==> config.mk <==
export PLATFORM = sky130hd
export DESIGN_NAME = mem_access_unit
export DESIGN_NICKNAME = d
export VERILOG_FILES = /design/src/rtl/rv32i_pkg.sv /design/src/rtl/load_store_align.sv /design/src/rtl/mem_access_unit.sv
export SDC_FILE = /design/constraint.sdc
export NUM_CORES = 1
export LEC_CHECK = 0
export CAP_MARGIN = 20
export CORE_ASPECT_RATIO = 0.6
export CORE_MARGIN = 2
export CORE_UTILIZATION = 39
export CTS_CLUSTER_DIAMETER = 50
export DETAILED_ROUTE_END_ITERATION = 10
export PLACE_DENSITY_LB_ADDON = 0.15
export SETUP_SLACK_MARGIN = 0.02
export SYNTH_ARGS = -nofsm -noshare
export SYNTH_HDL_FRONTEND = slang
export SYNTH_SLANG_ARGS = --single-unit
==> constraint.sdc <==
create_clock -name clk -period 1.8 [get_ports clk]
set_input_delay 0.45 -clock clk [delete_from_list [all_inputs] [get_ports clk]]
set_output_delay 0.45 -clock clk [all_outputs]
set_load 0.01 [all_outputs]
==> src/rtl/rv32i_pkg.sv <==
// Shared load/store encodings and the MEM-stage access state type.
package rv32i_pkg;

   localparam logic [2:0] F3_B  = 3'b000;
   localparam logic [2:0] F3_H  = 3'b001;
   localparam logic [2:0] F3_W  = 3'b010;
   localparam logic [2:0] F3_BU = 3'b100;
   localparam logic [2:0] F3_HU = 3'b101;

   typedef enum logic [1:0] {
      IDLE = 2'd0,
      BUSY = 2'd1,
      DONE = 2'd2
   } mem_state_e;

endpackage

==> src/rtl/load_store_align.sv <==
// Byte-lane steering for stores and lane extraction/extension for loads.
module load_store_align
   import rv32i_pkg::*;
(
   input  logic [1:0]  addr_lo,
   input  logic [2:0]  funct3,
   input  logic        load,
   input  logic        store,
   input  logic [31:0] rs2,
   input  logic [31:0] rdata,
   output logic [31:0] wdata,
   output logic [3:0]  wmask,
   output logic        misaligned,
   output logic        illegal,
   output logic [31:0] load_ext
);

   logic [7:0]  rd_byte;
   logic [15:0] rd_half;

   always_comb begin
      wdata      = '0;
      wmask      = '0;
      misaligned = 1'b0;
      illegal    = 1'b0;
      case (funct3)
         F3_B, F3_BU: begin
            wdata = {4{rs2[7:0]}};
            wmask = 4'b0001 << addr_lo;
         end
         F3_H, F3_HU: begin
            wdata      = {2{rs2[15:0]}};
            wmask      = addr_lo[1] ? 4'b1100 : 4'b0011;
            misaligned = addr_lo[0];
         end
         F3_W: begin
            wdata      = rs2;
            wmask      = 4'b1111;
            misaligned = (addr_lo != 2'b00);
         end
         default: illegal = 1'b1;
      endcase
      if (load && store)
         illegal = 1'b1;
   end

   always_comb begin
      case (addr_lo)
         2'd0:    rd_byte = rdata[7:0];
         2'd1:    rd_byte = rdata[15:8];
         2'd2:    rd_byte = rdata[23:16];
         default: rd_byte = rdata[31:24];
      endcase
      rd_half = addr_lo[1] ? rdata[31:16] : rdata[15:0];
   end

   always_comb begin
      case (funct3)
         F3_B:    load_ext = {{24{rd_byte[7]}}, rd_byte};
         F3_BU:   load_ext = {24'd0, rd_byte};
         F3_H:    load_ext = {{16{rd_half[15]}}, rd_half};
         F3_HU:   load_ext = {16'd0, rd_half};
         F3_W:    load_ext = rdata;
         default: load_ext = '0;
      endcase
   end

endmodule

==> src/rtl/mem_access_unit.sv <==
// MEM-stage load/store unit: one bus access per request, pipeline stalled while in flight.
//  state | meaning
//  IDLE  | waiting for a load/store from ex_mem; bad requests pulse misaligned here
//  BUSY  | dbus_req held, waiting for dbus_ready or timeout
//  DONE  | result in load_data_mem, pipeline released for one edge
module mem_access_unit
   import rv32i_pkg::*;
#(
   parameter int TIMEOUT_CYCLES = 16
) (
   input  logic        clk,
   input  logic        rst,
   input  logic        load_mem,
   input  logic        store_mem,
   input  logic [2:0]  funct3_mem,
   input  logic [31:0] alu_data_mem,
   input  logic [31:0] rs2_data_mem,
   output logic        dbus_req,
   output logic        dbus_we,
   output logic [31:0] dbus_addr,
   output logic [31:0] dbus_wdata,
   output logic [3:0]  dbus_wmask,
   input  logic        dbus_ready,
   input  logic [31:0] dbus_rdata,
   output logic [31:0] load_data_mem,
   output logic        mem_stall,
   output logic        misaligned,
   output logic        bus_err
);

   localparam logic [7:0] TMO_LAST = 8'(TIMEOUT_CYCLES - 1);

   mem_state_e  state;
   logic [7:0]  tmo_cnt;
   logic [31:0] al_wdata;
   logic [3:0]  al_wmask;
   logic        al_misaligned;
   logic        al_illegal;
   logic [31:0] al_load_ext;
   logic        req_any;
   logic        req_bad;
   logic        bus_done;

   load_store_align u_align (
      .addr_lo    (alu_data_mem[1:0]),
      .funct3     (funct3_mem),
      .load       (load_mem),
      .store      (store_mem),
      .rs2        (rs2_data_mem),
      .rdata      (dbus_rdata),
      .wdata      (al_wdata),
      .wmask      (al_wmask),
      .misaligned (al_misaligned),
      .illegal    (al_illegal),
      .load_ext   (al_load_ext)
   );

   assign req_any    = load_mem | store_mem;
   assign req_bad    = al_misaligned | al_illegal;
   assign mem_stall  = ((state == IDLE) && req_any && !req_bad) || (state == BUSY);
   assign misaligned = (state == IDLE) && req_any && req_bad;
   // Ready wins over timeout when both land in the last allowed BUSY cycle.
   assign bus_done   = (state == BUSY) && (dbus_ready || (tmo_cnt == TMO_LAST));

   always_ff @(posedge clk) begin
      if (rst) begin
         state         <= IDLE;
         tmo_cnt       <= '0;
         dbus_req      <= 1'b0;
         dbus_we       <= 1'b0;
         dbus_addr     <= '0;
         dbus_wdata    <= '0;
         dbus_wmask    <= '0;
         load_data_mem <= '0;
         bus_err       <= 1'b0;
      end else begin
         bus_err <= 1'b0;
         case (state)
            IDLE: begin
               if (req_any && !req_bad) begin
                  state      <= BUSY;
                  tmo_cnt    <= '0;
                  dbus_req   <= 1'b1;
                  dbus_we    <= store_mem;
                  dbus_addr  <= {alu_data_mem[31:2], 2'b00};
                  dbus_wdata <= store_mem ? al_wdata : 32'd0;
                  dbus_wmask <= store_mem ? al_wmask : 4'd0;
               end
            end
            BUSY: begin
               if (bus_done) begin
                  state      <= DONE;
                  tmo_cnt    <= '0;
                  dbus_req   <= 1'b0;
                  dbus_we    <= 1'b0;
                  dbus_addr  <= '0;
                  dbus_wdata <= '0;
                  dbus_wmask <= '0;
                  if (dbus_ready) begin
                     load_data_mem <= dbus_we ? 32'd0 : al_load_ext;
                  end else begin
                     load_data_mem <= '0;
                     bus_err       <= 1'b1;
                  end
               end else begin
                  tmo_cnt <= tmo_cnt + 8'd1;
               end
            end
            DONE:    state <= IDLE;
            default: state <= IDLE;
         endcase
      end
   end

endmodule
==> metrics.md, run 1 <==
| Metric | Value |
|---|---|
| Hold Crit Depth | 1 |
| First-pass GRT wire length | around 28000 um |
| Clk_skew | 12.5 ps |
| # IOs | 209 |
| Largest cells by area after synthesis | dfxtp_1 43%, o2bb2ai_1 7.9%, o32ai_1 5.0%, nand2_1 4.3%, o221a_2 3.5% |
| Vias in the first global route | 5258 |
| Placed cell areas | 0.00772 mm2 |
| Layout cells sized above 1 | 0.218 |
| Avg Synthesized Cell Area | 9.46 um2 |
| Leak Pwr | 3.22 nW |
| Vias | ~5400 |
| CTS tree | built |
| Dpl cells | between 900 and 1000 |
| Dpl ws | -838 ps |
| Synth Cell Area | 0.00512 mm2 |
| Maximum clock path buffer count | 2 |
| Setup violators final | 1 |
| Dpl hpwl | 12800 um |
| CTS clock-pin slew for the worst setup and hold paths | 80 ps |
| Register area share after synthesis | 0.434 |
| Fin crit share | 1.01 |
| Fin. Hold Viols | 0 |
| # DRC | 0 |
| Routed wl met2 | slightly above 8000 um |
| PwrDens | 704 mW/mm2 |
| Worst skew pair latency | 360 ps |
| Worst Setup End Kind | output port |
| Maximum fanout along the worst path | 2 |
| Ys async rst share | 0 |
| CP Data Required Time | 1350 ps |
| WL/cell | roughly 19 um |
| Largest area contributor in the netlist | dfxtp_1 |
| HP Class | reg2reg |
| DRT Pass-1 Iters | 4 |
| H-tree Lvls | 3 |
| R2R cell count | 5 |
| YS warnings | 0 |
| Post-route insts no fill | 977 |
| Core Footprint | 0.0128 mm2 |
| CP Data Arrival Time | 1370 ps |
| Antenna viol nets, final | 0 |
| Synth Register Bits | 111 |
| RSZ-0062 raised after global routing | yes |
| Cell count after synthesis | 541 |
| Fin crit period | 1820 ps |
| FP Rows | 32 |
| Max-slew violations | 0 |
| Die Area | 0.0141 mm2 |
| Uppermost layer routed | met4 |
| Die Y | 92.8 um |
| Clk sink count | 111 |
| Initial Utilization | 0.400 |
| Die width | 152 um |
| Total track usage | 0.251 |
| Largest net degree at the start of global routing | 48 |
| Cts bufs inserted | 9 |
| CTS Root Cell | clkbuf_16 |
| Drt initial violations | 340 |
| Metal-1 WL | ~8600 um |
| Top_reg_cell synth | dfxtp_1 |
| Worst IR Drop VDD | approximately 0.51 mV |
| Area grow syn2layout | 67.4% |
| Max-cap violations | 0 |
| Placer Congestion | just under 0.9 |
| Post-synth top area share | 0.434 |
| Kind of critical path | in2out |
| Nets@finish | 907 |
| Violated checks | setup timing |
| Final setup margin | -23.7 ps |
| Routed vias/inst | approximately 5.5 |
| Met3 Wirelength | 1660 um |
| CP startpoint kind | input pin |
| Final Total Pwr | 0.00604 W |
| Port Buffers | 206 |
| Number of synthesized flops with an enable pin | 0 |
| Outcome | finished, violations left |
| Final instance area | 0.00857 mm2 |
| Routed wire length | 18500 um |
| Grt ovf | 0 |
| Post-synthesis cell type count | a little over 60 |
| F_max | 0.548 GHz |
| # diodes | 0 |
| Initial antenna violation count | 0 |
-- final timing paths --
path | startpoint | to | slack (ps)
setup / recovery | funct3_mem[2] | mem_stall | -20
hold / removal | load_data_mem[13] | load_data_mem[13] | 460
setup reg to reg | tmo_cnt[7] | load_data_mem[20] | 30
hold reg to reg | load_data_mem[13] | load_data_mem[13] | 460
-- synth_stat cells, types with 2 or more instances --
library cell,n
a21oi_1,6
a22oi_1,8
o21ai_0,14
nand4_1,6
and3_1,3
a31oi_1,10
o22ai_1,7
o221a_2,16
nand2_1,59
o2bb2ai_1,46
buf_2,13
or2_2,3
nand2b_1,19
nor2_2,2
nand3_1,14
buf_1,4
dfxtp_1,111
o311ai_0,3
or4_1,3
a221oi_1,8
buf_4,5
a21o_1,8
clkbuf_1,25
buf_6,6
nor3b_1,2
mux2i_1,16
nor3b_2,2
nor2_1,11
o32ai_1,29
nor3_1,2
inv_1,34
a221o_1,16
-- kinds of logic after synthesis --
group           synth area share
simple gates               0.144
xor+xnor                 0.00171
flops                      0.434
fa+ha+maj                0.00244
other cells             0.000732
mux                       0.0379
buf+inv                   0.0802
compound gates             0.299
-- critical path: stages --
cell and delay [ps]:
buf_8 100, nor4_4 280, buf_4 180, o21ai_4 60, a21oi_2 150, buf_2 150
-- layout by cell type (no fill, tap or decap), types with 12 or more instances in the layout --
cell type	synthesis	routed
a221o_1	16	16
o32ai_1	29	29
dfxtp_1	111	108
nand3_1	14	13
mux2i_1	16	16
nand2_1	59	59
clkbuf_16	0	15
clkdlybuf4s50_1	0	188
nand2b_1	19	19
buf_4	5	75
o221a_2	16	16
o2bb2ai_1	46	46
o21ai_0	14	12
inv_1	34	34
-- where the power goes --
| group | internal (W) | switching [W] | total, W |
|---|---|---|---|
| Sequential | 0.00253 | 0.0000432 | 0.00257 |
| Clock | 0.00111 | 0.00100 | 0.00211 |
| Combinational | 0.000756 | 0.000593 | 0.00135 |
-- through the flow --
step	TNS (ps)	utilization	hold WS, ps
2_1_floorplan	0	-	474
4_1_cts	-17.9	0.645	460
5_1_grt	-724	0.669	470
6_report	-23.7	0.669	457
3_5_place_dp	-70790	0.603	440
3_3_place_gp	-68700	0.603	434
-- sequential cells by signal, indices dropped and copies added (netlist names) --
name	cells
state	2
bus_err	1
dbus_we	1
dbus_wmask	4
dbus_wdata	32
dbus_addr	30
tmo_cnt	8
load_data_mem	32
dbus_req	1
-- repair_timing --
item                       in CTS  in global routing
buffers inserted               14                  4
resized for setup              52                 24
hold buffers                    0                  0
pin swaps                      12                  9
gates cloned                    2                  7
setup endpoints to repair     103                 88
-- final cells by class --
class	count	area [um2]
clock buffers	9	225
clock inverters	7	86.3
fillers	988	4240
inverters	35	131
multi-input cells	343	2650
flip-flops and latches	111	2230
well taps	170	213
repair buffers	302	3040
-- layer usage --
layer	track usage	vias up
met2	0.387	232
met1	0.344	2593
met5	0	-
li1	-	2581
met3	0.0838	15
met4	0.0467	0
Power figures use the tool's default switching activity.
==> run 2: changes to the inputs <==
--- a/config.mk
+++ b/config.mk
@@ -11,6 +11,7 @@
 export CORE_UTILIZATION = 39
 export CTS_CLUSTER_DIAMETER = 50
 export DETAILED_ROUTE_END_ITERATION = 10
+export HOLD_SLACK_MARGIN = 0.06
 export PLACE_DENSITY_LB_ADDON = 0.15
 export SETUP_SLACK_MARGIN = 0.02
 export SYNTH_ARGS = -nofsm -noshare
==> results of run 2 <==
Final layout, timing and power as in run 1 (identical DEF).
==> run 3: changes to the inputs <==
--- a/config.mk
+++ b/config.mk
@@ -13,7 +13,6 @@
 export DETAILED_ROUTE_END_ITERATION = 10
 export HOLD_SLACK_MARGIN = 0.06
 export PLACE_DENSITY_LB_ADDON = 0.15
-export SETUP_SLACK_MARGIN = 0.02
 export SYNTH_ARGS = -nofsm -noshare
 export SYNTH_HDL_FRONTEND = slang
 export SYNTH_SLANG_ARGS = --single-unit
==> run 3 against run 2 <==
Net effect: the flow still finishes with violations (setup timing); register-to-register slack lost 190 ps; global-route usage rose by 0.16 points; worst hold slack better by 0.81 ps; cell count fell by 0.10%; sequential cell count unchanged; via count rose by 2.0%; sequential power is essentially flat; non-clock buffer count shrank 1; largest power group unchanged.
==> metrics.md, run 3 (synthesis gave the netlist of run 1 again) <==
| Metric | Value |
|---|---|
| Core Footprint | 0.0128 mm2 (unchanged) |
| Layout cells sized above 1 | 0.273 (+0.0549) |
| Final setup margin | -199 ps (-175 ps) |
| CP Data Arrival Time | 1550 ps (+180 ps) |
| Fin util | 0.704 (+0.0354) |
| Hold Buf Count CTS | 0 (unchanged) |
| Drt initial violations | 295 (-13%) |
| Fin Hold WS | 457 ps (+0.812 ps) |
| # IOs | 209 (unchanged) |
| Maximum fanout along the worst path | 2 (unchanged) |
| Final instance area | 0.00902 mm2 (+5.3%) |
| Crit path top cell by count | buf_6 |
| Worst Setup End Kind | output port |
| Largest net degree at the start of global routing | 54 (+13%) |
| Slew @ Worst Pin | 516 ps |
| Worst skew pair latency | 350 ps (about the same) |
| Top Family by Delay on Critical Path | buffers and inverters |
| Violated checks | setup timing |
| Total track usage | 0.252 (+0.00160) |
| Antenna viol nets, final | 0 (unchanged) |
| F_max | 0.500 GHz (-8.8%) |
| Clk sink count | 111 (unchanged) |
| Initial Utilization | 0.400 (unchanged) |
| H-tree Lvls | 3 (unchanged) |
| Vias in the first global route | 5161 (-1.8%) |
| Fin. Hold Viols | 0 (unchanged) |
| Hold Crit Depth | 1 (unchanged) |
| Kind of critical path | in2out |
| Leak Pwr | 3.29 nW (+2.3%) |
| Reg-to-Reg End | dbus_wdata[31] |
| Nets@finish | 906 (-0.11%) |
| Setup violators final | 61 (+60) |
| Port Buffers | 206 (unchanged) |
| Placer Congestion | 0.903 (+1.6%) |
| Die width | 152 um (unchanged) |
| Largest regs | dbus_wdata: 32 flops, load_data_mem: 32 flops, dbus_addr: 30 flops |
| Cell Chain, Critical Path | buf_8 -> buf_6 -> nor4_4 -> buf_4 -> o21ai_4 -> a21oi_4 -> buf_6 |
| Maximum clock path buffer count | 2 (unchanged) |
| Cts bufs inserted | 9 (unchanged) |
| Max-cap violations | 0 (unchanged) |
| Fin crit period | 2000 ps (+175 ps) |
| Initial antenna violation count | 0 (unchanged) |
| Area grow syn2layout | 76.3% |
| Vias | 5532 (+2.0%) |
| Placed cell areas | 0.00773 mm2 (about the same) |
| Routed vias/inst | 5.67 (+2.2%) |
| Max incr delay on CP | 330 ps (+50 ps) |
| Fin crit share | 1.11 (+0.0975) |
| CTS clock-pin slew for the worst setup and hold paths | 70 ps (about the same) |
| Max-slew violations | 0 (unchanged) |
| Clk_skew | 10.7 ps (-1.74 ps) |
| CTS Root Cell | clkbuf_16 |
| # DRC | 0 (unchanged) |
| Die Area | 0.0141 mm2 (unchanged) |
| First-pass GRT wire length | 28300 um (+0.54%) |
| CP Data Required Time | 1350 ps (about the same) |
| Worst IR Drop VDD | 0.572 mV (+13%) |
| CTS tree | built |
| Most common cell after layout, fill and taps aside | clkdlybuf4s50_1 |
| Slowest cell on the critical path | nor4_4 |
| Worst Path Buf+Inv | 4 (+1) |
| WL/cell | 20.2 um (+6.9%) |
| HP Class | reg2reg |
| Grt ovf | 0 (unchanged) |
| Most frequent cells in the layout | 192 x clkdlybuf4s50_1, 110 x dfxtp_1, 67 x buf_4 |
| Reg2Reg Setup Slack | -160 ps (-190 ps) |
| Max-slew headroom | 0.656 |
| CP startpoint kind | input pin |
| Fin Setup TNS | -7970 ps (-7940 ps) |
| # diodes | 0 (unchanged) |
| PwrDens | 685 mW/mm2 (-2.7%) |
| DRT Pass-1 Iters | 5 (+1) |
| Die Y | 92.8 um (unchanged) |
| Hold Path Sink | load_data_mem[9] |
| R2R cell count | 8 (+3) |
| Routed wire length | 19700 um (+6.8%) |
| Dpl hpwl | 13100 um (+2.0%) |
| RSZ-0062 raised after global routing | yes |
| Hold path startpoint | load_data_mem[9] |
| Dpl ws | -889 ps (-50.8 ps) |
| Outcome | finished, violations left |
| Critical R2R Launch | tmo_cnt[1] |
| FP Rows | 32 (unchanged) |
run 3: cell count changes in the layout (fill, tap and decap cells not counted), sizes merged:
cell	delta
dlymetal6s2s	-5
dlygate4sd2	+1
clkdlybuf4s50	+4
inv	-1
clkbuf	+3
buf	-3
run 3: timing repair:
item,in CTS,in global routing
cloned,4,8
pin swaps,10,21
gates resized for setup,52,80
setup buffers,12,6
endpoints found under the setup margin,104,93
run 3: report_power, final:
group          leakage [nW]  switching, W  internal, W
combinational          2.25      0.000697     0.000833
clock                 0.147      0.000968      0.00111
sequential            0.899     0.0000434      0.00253
run 3: metal layers:
layer / part of all wire / track usage / vias up
met1: 0.45 / 0.340 / 2642
met4: 0.023 / 0.0631 / 0
li1: - / - / 2581
met3: 0.083 / 0.0828 / 39
met2: 0.44 / 0.390 / 270
met5: 0 / 0 / -
run 3: metrics by stage:
step,total power (W),instances
floorplan,0.00312,542
global placement,0.00373,935
detailed placement,0.00376,935
CTS,0.00597,967
global route,0.00639,976
finish,0.00618,976
run 3: area by class of cell:
cell class              count  area, um2
inverters                  35        131
flip-flops and latches    111       2220
multi-input cells         343       3060
clock buffers              10        229
repair buffers            301       3090
fillers                   909       3790
clock inverters             6       77.6
well taps                 170        213
run 3: how the worst max path moves through the flow:
| stage | from | end | cells after the start |
|---|---|---|---|
| 6_report | alu_data_mem[0] | mem_stall | 7 |
| 5_1_grt | alu_data_mem[0] | mem_stall | 7 |
| 4_1_cts | alu_data_mem[0] | mem_stall | 7 |
| 3_5_place_dp | alu_data_mem[1] | mem_stall | 5 |
| 3_3_place_gp | alu_data_mem[1] | mem_stall | 5 |
| 2_1_floorplan | alu_data_mem[0] | dbus_addr[10] | 7 |
